**src/rtl/lc3_pkg.sv**
```systemverilog
// Shared encodings for the LC-3 register-file write path.
// Latency: none (constants and types only).
// Backpressure: not applicable.
package lc3_pkg;

   // DRMUX select values as seen by the register file
   localparam logic [1:0] DRMUX_DR = 2'b00;
   localparam logic [1:0] DRMUX_R7 = 2'b01;
   localparam logic [1:0] DRMUX_R6 = 2'b10;

   // Source tag of the beat currently on rf_*
   localparam logic [1:0] GNT_NONE = 2'b00;
   localparam logic [1:0] GNT_C    = 2'b01;
   localparam logic [1:0] GNT_I    = 2'b10;
   localparam logic [1:0] GNT_D    = 2'b11;

   // Arbiter FSM: IDLE arbitrates freely, LOCK reserves the port for an I burst
   typedef enum logic {
      ST_IDLE = 1'b0,
      ST_LOCK = 1'b1
   } state_t;

endpackage

```
**src/rtl/lc3_rr2_arbiter.sv**
```systemverilog
// Two-way round-robin picker between I and D; pointer starts at I.
// Latency: pick is combinational; pointer updates on the clock after advance.
// Backpressure: none; caller decides when a pick is consumed via advance.
module lc3_rr2_arbiter (
   input  logic clk,
   input  logic rst,
   input  logic req_i,
   input  logic req_d,
   input  logic advance,  // a grant to I or D happened this cycle
   input  logic winner,   // which one was granted: 0 = I, 1 = D
   output logic pick      // 0 = I wins, 1 = D wins
);

   logic ptr_q;  // 0 = I has priority, 1 = D has priority
   logic ptr_d;

   // A lone requester wins regardless of the pointer; otherwise the pointer decides
   always_comb begin
      pick  = req_d & (~req_i | ptr_q);
      ptr_d = ptr_q;
      if (advance) begin
         ptr_d = ~winner;
      end
   end

   // Pointer register, reset to favour I
   always_ff @(posedge clk or posedge rst) begin
      if (rst) begin
         ptr_q <= 1'b0;
      end else begin
         ptr_q <= ptr_d;
      end
   end

endmodule

```
**src/rtl/lc3_rf_write_arbiter.sv**
```systemverilog
// Shares the LC-3 register-file write port between core (C), interrupt unit (I) and debug (D).
// Latency: beat accepted in cycle N is written (rf_we=1) in cycle N+1.
// Backpressure: one x_ready per cycle; C has priority but is stalled once I/D age out; I bursts lock the port.
module lc3_rf_write_arbiter
   import lc3_pkg::*;
#(
   parameter int MAX_WAIT = 4
) (
   input  logic        clk,
   input  logic        rst,
   input  logic        c_valid,
   input  logic [2:0]  c_dr,
   input  logic [1:0]  c_drmux,
   input  logic [15:0] c_data,
   output logic        c_ready,
   input  logic        i_valid,
   input  logic        i_last,
   input  logic [2:0]  i_dr,
   input  logic [1:0]  i_drmux,
   input  logic [15:0] i_data,
   output logic        i_ready,
   input  logic        d_valid,
   input  logic [2:0]  d_dr,
   input  logic [15:0] d_data,
   output logic        d_ready,
   output logic        rf_we,
   output logic [2:0]  rf_dr,
   output logic [1:0]  rf_drmux,
   output logic [15:0] rf_d,
   output logic [1:0]  grant_id,
   output logic        lock
);

   localparam logic [3:0] AGE_MAX = 4'(MAX_WAIT);

   state_t      state_q, state_d;
   logic [3:0]  age_q, age_d;
   logic        rf_we_q, rf_we_d;
   logic [2:0]  rf_dr_q, rf_dr_d;
   logic [1:0]  rf_drmux_q, rf_drmux_d;
   logic [15:0] rf_d_q, rf_d_d;
   logic [1:0]  grant_id_q, grant_id_d;

   logic gnt_c, gnt_i, gnt_d;
   logic any_id;
   logic rr_pick;

   lc3_rr2_arbiter u_rr (
      .clk     (clk),
      .rst     (rst),
      .req_i   (i_valid),
      .req_d   (d_valid),
      .advance (gnt_i | gnt_d),
      .winner  (gnt_d),
      .pick    (rr_pick)
   );

   // Grant selection: LOCK serves only I; IDLE lets aged I/D pre-empt C, else C first, else round robin
   always_comb begin
      gnt_c  = 1'b0;
      gnt_i  = 1'b0;
      gnt_d  = 1'b0;
      any_id = i_valid | d_valid;
      if (state_q == ST_LOCK) begin
         gnt_i = i_valid;
      end else if ((age_q == AGE_MAX) && any_id) begin
         gnt_i = ~rr_pick;
         gnt_d = rr_pick;
      end else if (c_valid) begin
         gnt_c = 1'b1;
      end else if (any_id) begin
         gnt_i = ~rr_pick;
         gnt_d = rr_pick;
      end
   end

   assign c_ready = gnt_c;
   assign i_ready = gnt_i;
   assign d_ready = gnt_d;

   // Next state for FSM, age counter and the registered write-port image
   always_comb begin
      state_d    = state_q;
      age_d      = age_q;
      rf_we_d    = gnt_c | gnt_i | gnt_d;
      rf_dr_d    = rf_dr_q;
      rf_drmux_d = rf_drmux_q;
      rf_d_d     = rf_d_q;
      grant_id_d = GNT_NONE;

      if (state_q == ST_IDLE) begin
         if (gnt_i && !i_last) begin
            state_d = ST_LOCK;
         end
         // Age counts C wins over a waiting I/D; frozen while locked
         if (gnt_i || gnt_d || !any_id) begin
            age_d = 4'd0;
         end else if (gnt_c && (age_q != AGE_MAX)) begin
            age_d = age_q + 4'd1;
         end
      end else if (gnt_i && i_last) begin
         state_d = ST_IDLE;
      end

      if (gnt_c) begin
         rf_dr_d    = c_dr;
         rf_drmux_d = c_drmux;
         rf_d_d     = c_data;
         grant_id_d = GNT_C;
      end else if (gnt_i) begin
         rf_dr_d    = i_dr;
         rf_drmux_d = i_drmux;
         rf_d_d     = i_data;
         grant_id_d = GNT_I;
      end else if (gnt_d) begin
         rf_dr_d    = d_dr;
         rf_drmux_d = DRMUX_DR;
         rf_d_d     = d_data;
         grant_id_d = GNT_D;
      end
   end

   // FSM and output registers; reset aborts any burst and kills a pending write
   always_ff @(posedge clk or posedge rst) begin
      if (rst) begin
         state_q    <= ST_IDLE;
         age_q      <= 4'd0;
         rf_we_q    <= 1'b0;
         rf_dr_q    <= 3'd0;
         rf_drmux_q <= 2'd0;
         rf_d_q     <= 16'd0;
         grant_id_q <= GNT_NONE;
      end else begin
         state_q    <= state_d;
         age_q      <= age_d;
         rf_we_q    <= rf_we_d;
         rf_dr_q    <= rf_dr_d;
         rf_drmux_q <= rf_drmux_d;
         rf_d_q     <= rf_d_d;
         grant_id_q <= grant_id_d;
      end
   end

   assign rf_we    = rf_we_q;
   assign rf_dr    = rf_dr_q;
   assign rf_drmux = rf_drmux_q;
   assign rf_d     = rf_d_q;
   assign grant_id = grant_id_q;
   assign lock     = (state_q == ST_LOCK);

endmodule

```
**config.mk**
```make
export PLATFORM = sky130hd
export DESIGN_NAME = lc3_rf_write_arbiter
export DESIGN_NICKNAME = d
export VERILOG_FILES = /design/src/rtl/lc3_pkg.sv /design/src/rtl/lc3_rr2_arbiter.sv /design/src/rtl/lc3_rf_write_arbiter.sv
export SDC_FILE = /design/constraint.sdc
export NUM_CORES = 1
export LEC_CHECK = 0
export CORE_AREA = 8 8 72 74
export DETAILED_ROUTE_END_ITERATION = 7
export DIE_AREA = 0 0 80 82
export GPL_ROUTABILITY_DRIVEN = 0
export PLACE_DENSITY_LB_ADDON = 0.15
export SYNTH_ARGS = -nofsm -noshare
export SYNTH_HDL_FRONTEND = slang
export SYNTH_SLANG_ARGS = --single-unit
```
**constraint.sdc**
```tcl
create_clock -name clk -period 4.6 [get_ports clk]
set_input_delay 1.38 -clock clk [delete_from_list [all_inputs] [get_ports clk]]
set_output_delay 1.38 -clock clk [all_outputs]
set_load 0.01 [all_outputs]
```
==> impl_metrics.yaml, run 1 <==
setup_path:
  slowest_stage: "clkdlybuf4s50_1"
  cp_max_fo: 7
  critPathKind: "primary input to output port"
  worstPathArrival_ns: 2.97
  cp_common_cell: "clkdlybuf4s50_1"
  required_ns: 3.22
  start_kind: "primary input"
  crit_chain: "clkdlybuf4s50_1, and2b_1, nand2_1, and2_1, clkdlybuf4s50_1"
  worstSetupEndpointType: "output port"
  max_stage_delay_ns: 0.56
grt:
  grt_pass1_wl_um: 8328
  grt_max_degree: 31
  overflow: 0
  gr-usage-met2_pct: 26.68
  grt.met3_usage_pct: 7.330
  first_global_vias: 1681
  groute.usage.overall_pct: 16.40
  antenna_found_initial: 0
  grtUsageMet1_pct: 19.24
  busiest_layer: "met2"
final_layout:
  final_cells: 314
  area_delta_synth_final_pct: 71.03
  drive_above_1_share_pct: 7.634
  nNetsFinal: 330
  antenna_cells: 0
detailed_routing:
  ant_nets: 0
  drc: 0
  wl_per_cell_um: 17.29
  drt_iter0_drc: 82
  routed-via-count: 1615
  via_per_inst: 5.143
  drt_wl_total_um: 5429
  firstDrtPassIters: 4
clocking:
  path_clk_slew_ns: 0.06
  cts_resized: 0
  cts_made_buffers: 5
  clock_latency_ns: 0.28
  holdBufCountCts: 0
  cts_htree_levels: 2
  cts_buffer_depth: 2
  cts_num_sinks: 30
  clock-root-buffer: "clkbuf_8"
  cts_tree: "done"
  post-cts-setup-buffers: 0
placement:
  dp.cells: 306
  port_buffers: 94
  dp_hpwl_um: 4085
die:
  die_area_um2: 6560
  io_pins: 95
  die_h_um: 82
  die_w_um: 80
  core-area_um2: 4144
  rows: 24
  initial_core_util_pct: 37.62
power:
  power_density_nw_per_um2: 336.3
  power_leakage_nw: 1.090
  ir_worst_vdd_v: 0.0002023
logic_synthesis:
  netlist_area_um2: 1559
  synth_cell_type_count: 33
  synth_edf_count: 0
  synth.largest_area_cell: "dfrtp_1"
  synth_ff_type: "dfrtp_1"
  syn_inst: 161
  syn_area_per_cell_um2: 9.683
  yosys_register_bits: 30
  syn-num-nets: 230
  synth_area_leaders: "dfrtp_1, a22oi_1, o21ai_0"
  ys_seq_area_share_pct: 48.15
  synth_top_area_share_pct: 48.15
  synth-async-reset-ratio_pct: 100.0
  ys_warn_count: 0
  synth_common_cells: "a22oi_1, dfrtp_1, o21ai_0"
sta:
  period_share_pct: 94.56
  holdWs_ns: 0.5103
  finalClockSkew_ns: 0.003486
  fin_crit_ns: 4.350
  hold_viol: 0
  setup_tns_ns: 0
  setup_viol: 0
  clock.fmax_ghz: 0.2299
  grt_setup_unrepaired: "false"
  slew_violations: 0
  worst_pin_slew_ns: 0.4843
  slew_headroom_pct: 67.71
status:
  status: "finished clean"
min_path:
  min_path_type: "register to register"
run:
  drv_cap: 0
critical path: cells and delay by family:
family / cells / cell delay, ns
and+or+nand+nor: 3 / 0.48
buffers and inverters: 2 / 1.11
placed cells by master (no fill, tap or decap), drive strengths merged, types with 3 or more instances in the layout:
master          n
clkdlybuf4s50  94
a21oi           9
o21ai          20
a22oi          30
clkbuf          7
dfrtp          30
buf             7
inv             7
o22ai           5
nor2           18
mux2i           5
nand3           3
nand2           8
flip-flops by register name (all words and copies together), names as in the netlist, named ones only:
| register | count |
|---|---|
| age_q | 4 |
| u_rr.ptr_q | 1 |
| grant_id | 2 |
| rf_d | 16 |
| rf_we | 1 |
| rf_dr | 3 |
| rf_drmux | 2 |
worst paths after layout:
kind | from | endpoint | slack, ns | depth (start not counted)
max | c_valid | i_ready | 0.25 | 5
min | rf_d[8] | rf_d[8] | 0.51 | 2
max reg2reg | age_q[0] | rf_d[13] | 2.84 | 7
min reg2reg | rf_d[8] | rf_d[8] | 0.51 | 2
max in group asynchronous | rst | rf_d[3] | 2.84 | 3
min in group asynchronous | rst | rf_d[9] | 1.47 | 3
area by class of cell:
class,count,area (µm²)
clock buffers,7,86.33
clock inverters,1,5.005
fillers,376,1478
inverters,7,26.28
multi-input cells,116,739.5
flip-flops and latches,30,750.7
well taps,52,65.06
repair buffers,101,993.5
metal layers:
metal,vias up,share of wire [%]
met3,5,9.3
li1,794,-
met2,66,50
met4,0,0.85
met1,750,40
met5,-,0
stage by stage:
step / setup slack [ns] / total power (W) / instance area, µm² / util, %
detailed placement: 0.2556 / 0.0006885 / 2575 / 62.14
CTS: 0.2403 / 0.0009090 / 2666 / 64.34
global placement: 0.2579 / 0.0006836 / 2575 / 62.14
finish: 0.2504 / 0.0008967 / 2666 / 64.34
floorplan: 1.106 / 0.0004891 / 1559 / -
global route: 0.1500 / 0.0009531 / 2666 / 64.34
cell families after synthesis:
logic type      synth area share, %
mux                           3.210
buf+inv                       4.414
simple gates                  11.96
compound gates                30.66
flops                         48.15
fa+ha+maj                     1.605
power by group:
group / leakage [nW] / switching [W] / total (W) / internal, W
sequential: 0.364 / 0.0000346 / 0.000349 / 0.000314
clock: 0.0482 / 0.0000962 / 0.000217 / 0.000120
combinational: 0.678 / 0.000143 / 0.000331 / 0.000188
(Power assumes the default switching activity.)
==> run 2: changes to the inputs <==
--- a/config.mk
+++ b/config.mk
@@ -6,10 +6,12 @@
 export NUM_CORES = 1
 export LEC_CHECK = 0
 export CORE_AREA = 8 8 72 74
+export CTS_CLUSTER_SIZE = 28
 export DETAILED_ROUTE_END_ITERATION = 7
 export DIE_AREA = 0 0 80 82
 export GPL_ROUTABILITY_DRIVEN = 0
 export PLACE_DENSITY_LB_ADDON = 0.15
+export REMOVE_ABC_BUFFERS = 1
 export SYNTH_ARGS = -nofsm -noshare
 export SYNTH_HDL_FRONTEND = slang
 export SYNTH_SLANG_ARGS = --single-unit
==> run 2 against run 1 <==
  * Sequential cell count did not move
  * First-iteration DRC count grew 87%
  * Combinational power hardly changed
  * Total power is 2.6% lower
  * Worst setup slack lost 0.025 ns
  * Global-route usage grew 0.21 points
  * Critical path type unchanged
  * Maximum frequency is 0.57% lower
  * Sequential power hardly changed
  * Sequential share of layout area is 0.080 points higher
==> impl_metrics.yaml, run 2 (synthesized netlist as in run 1, its figures left out) <==
sta:
  fin_crit_ns: 4.375
  setup_tns_ns: 0
  slew_violations: 0
  period_share_pct: 95.10
  finalClockSkew_ns: 0.004632
  slew_headroom_pct: 68.33
  clock.fmax_ghz: 0.2286
  grt_setup_unrepaired: "false"
  fin_ws_ns: 0.2254
  worst_pin_slew_ns: 0.4751
  hold_viol: 0
  setup_viol: 0
placement:
  port_buffers: 94
  dp_hpwl_um: 4015
  placed_area_um2: 2582
  dpl_worst_slack_ns: 0.2342
die:
  die_h_um: 82
  die_w_um: 80
  die_area_um2: 6560
  rows: 24
  core-area_um2: 4144
  initial_core_util_pct: 37.62
  io_pins: 95
detailed_routing:
  ant_nets: 0
  drc: 0
  firstDrtPassIters: 4
  wl_per_cell_um: 16.53
  routed-via-count: 1601
  drt_iter0_drc: 153
  drt_wl_total_um: 5191
  via_per_inst: 5.099
clocking:
  cts_buffer_depth: 2
  post-cts-setup-buffers: 0
  cts_resized: 0
  cts_num_sinks: 30
  cts_made_buffers: 5
  cts_htree_levels: 2
  path_clk_slew_ns: 0.06
  clock_latency_ns: 0.28
  cts_tree: "done"
  holdBufCountCts: 0
  clock-root-buffer: "clkbuf_8"
setup_path:
  required_ns: 3.22
  startpoint: "d_valid"
  cp_max_fo: 5
  worstPathArrival_ns: 2.99
  critPathKind: "primary input to output port"
  start_kind: "primary input"
  worstSetupEndpointType: "output port"
final_layout:
  final_core_util_pct: 64.16
  drive_above_1_share_pct: 7.252
  layout_common_cells: "clkdlybuf4s50_1, a22oi_1, dfrtp_1"
  largest_reg_flops: 16
  area_delta_synth_final_pct: 70.55
  final_common_cell: "clkdlybuf4s50_1"
  antenna_cells: 0
  design_area_um2: 2659
  nNetsFinal: 331
grt:
  first_global_vias: 1712
  grt_pass1_wl_um: 8487
  antenna_found_initial: 0
  groute.usage.overall_pct: 16.61
  grt_max_degree: 31
  overflow: 0
power:
  power_density_nw_per_um2: 328.6
  ir_worst_vdd_v: 0.0002136
  power_leakage_nw: 1.084
min_path:
  min_path_type: "register to register"
  min_from: "rf_d[8]"
run:
  drv_cap: 0
status:
  status: "finished clean"
## run 2: worst paths after layout
check	endpoint	slack [ns]	cells after the start
max	d_ready	0.23	4
min	rf_d[8]	0.51	2
max reg2reg	rf_d[15]	2.81	5
min reg2reg	rf_d[8]	0.51	2
max in group asynchronous	age_q[1]	2.84	3
min in group asynchronous	rf_d[8]	1.47	3
## run 2: power breakdown
part	total (W)	internal, W	switching (W)	leakage, nW
logic	0.000330	0.000188	0.000142	0.682
clock network	0.000194	0.000104	0.0000899	0.0383
registers	0.000350	0.000314	0.0000353	0.364
## run 2: through the flow
step           hold slack, ns   power, W  std cells
4_1_cts                0.5173  0.0008867        314
3_5_place_dp           0.5025  0.0006873        307
3_3_place_gp           0.4990  0.0006838        307
2_1_floorplan          0.4949  0.0004820        153
5_1_grt                0.5421  0.0009306        314
6_report               0.5130  0.0008738        314
## run 2: final cells by class
cell class / instances / area (µm²)
Sequential cell: 30 / 750.7
Clock buffer: 7 / 76.32
Tap cell: 52 / 65.06
Fill cell: 365 / 1485
Timing Repair Buffer: 102 / 1001
Multi-Input combinational cell: 116 / 739.5
Inverter: 7 / 26.28
## run 2: routing by layer
| layer | global-route usage (%) | vias to the layer above | part of all wire [%] |
|---|---|---|---|
| met4 | 5.455 | 0 | 1.3 |
| li1 | - | 799 | - |
| met5 | 0 | - | 0 |
| met3 | 7.987 | 6 | 8.1 |
| met2 | 25.95 | 53 | 51 |
| met1 | 19.65 | 743 | 40 |
## run 2: worst max-delay path: stages
cell and delay [ns]:
clkdlybuf4s50_1 0.55, inv_1 0.09, a2111oi_4 0.33, clkdlybuf4s50_1 0.63
==> run 3: changes to the inputs <==
--- a/config.mk
+++ b/config.mk
@@ -5,13 +5,14 @@
 export SDC_FILE = /design/constraint.sdc
 export NUM_CORES = 1
 export LEC_CHECK = 0
+export ABC_AREA = 0
 export CORE_AREA = 8 8 72 74
 export CTS_CLUSTER_SIZE = 28
 export DETAILED_ROUTE_END_ITERATION = 7
 export DIE_AREA = 0 0 80 82
 export GPL_ROUTABILITY_DRIVEN = 0
+export HOLD_SLACK_MARGIN = 0.02
 export PLACE_DENSITY_LB_ADDON = 0.15
-export REMOVE_ABC_BUFFERS = 1
 export SYNTH_ARGS = -nofsm -noshare
 export SYNTH_HDL_FRONTEND = slang
 export SYNTH_SLANG_ARGS = --single-unit
==> results of run 3 <==
Same layout as run 1: the final DEF is identical, and so are final timing and power.
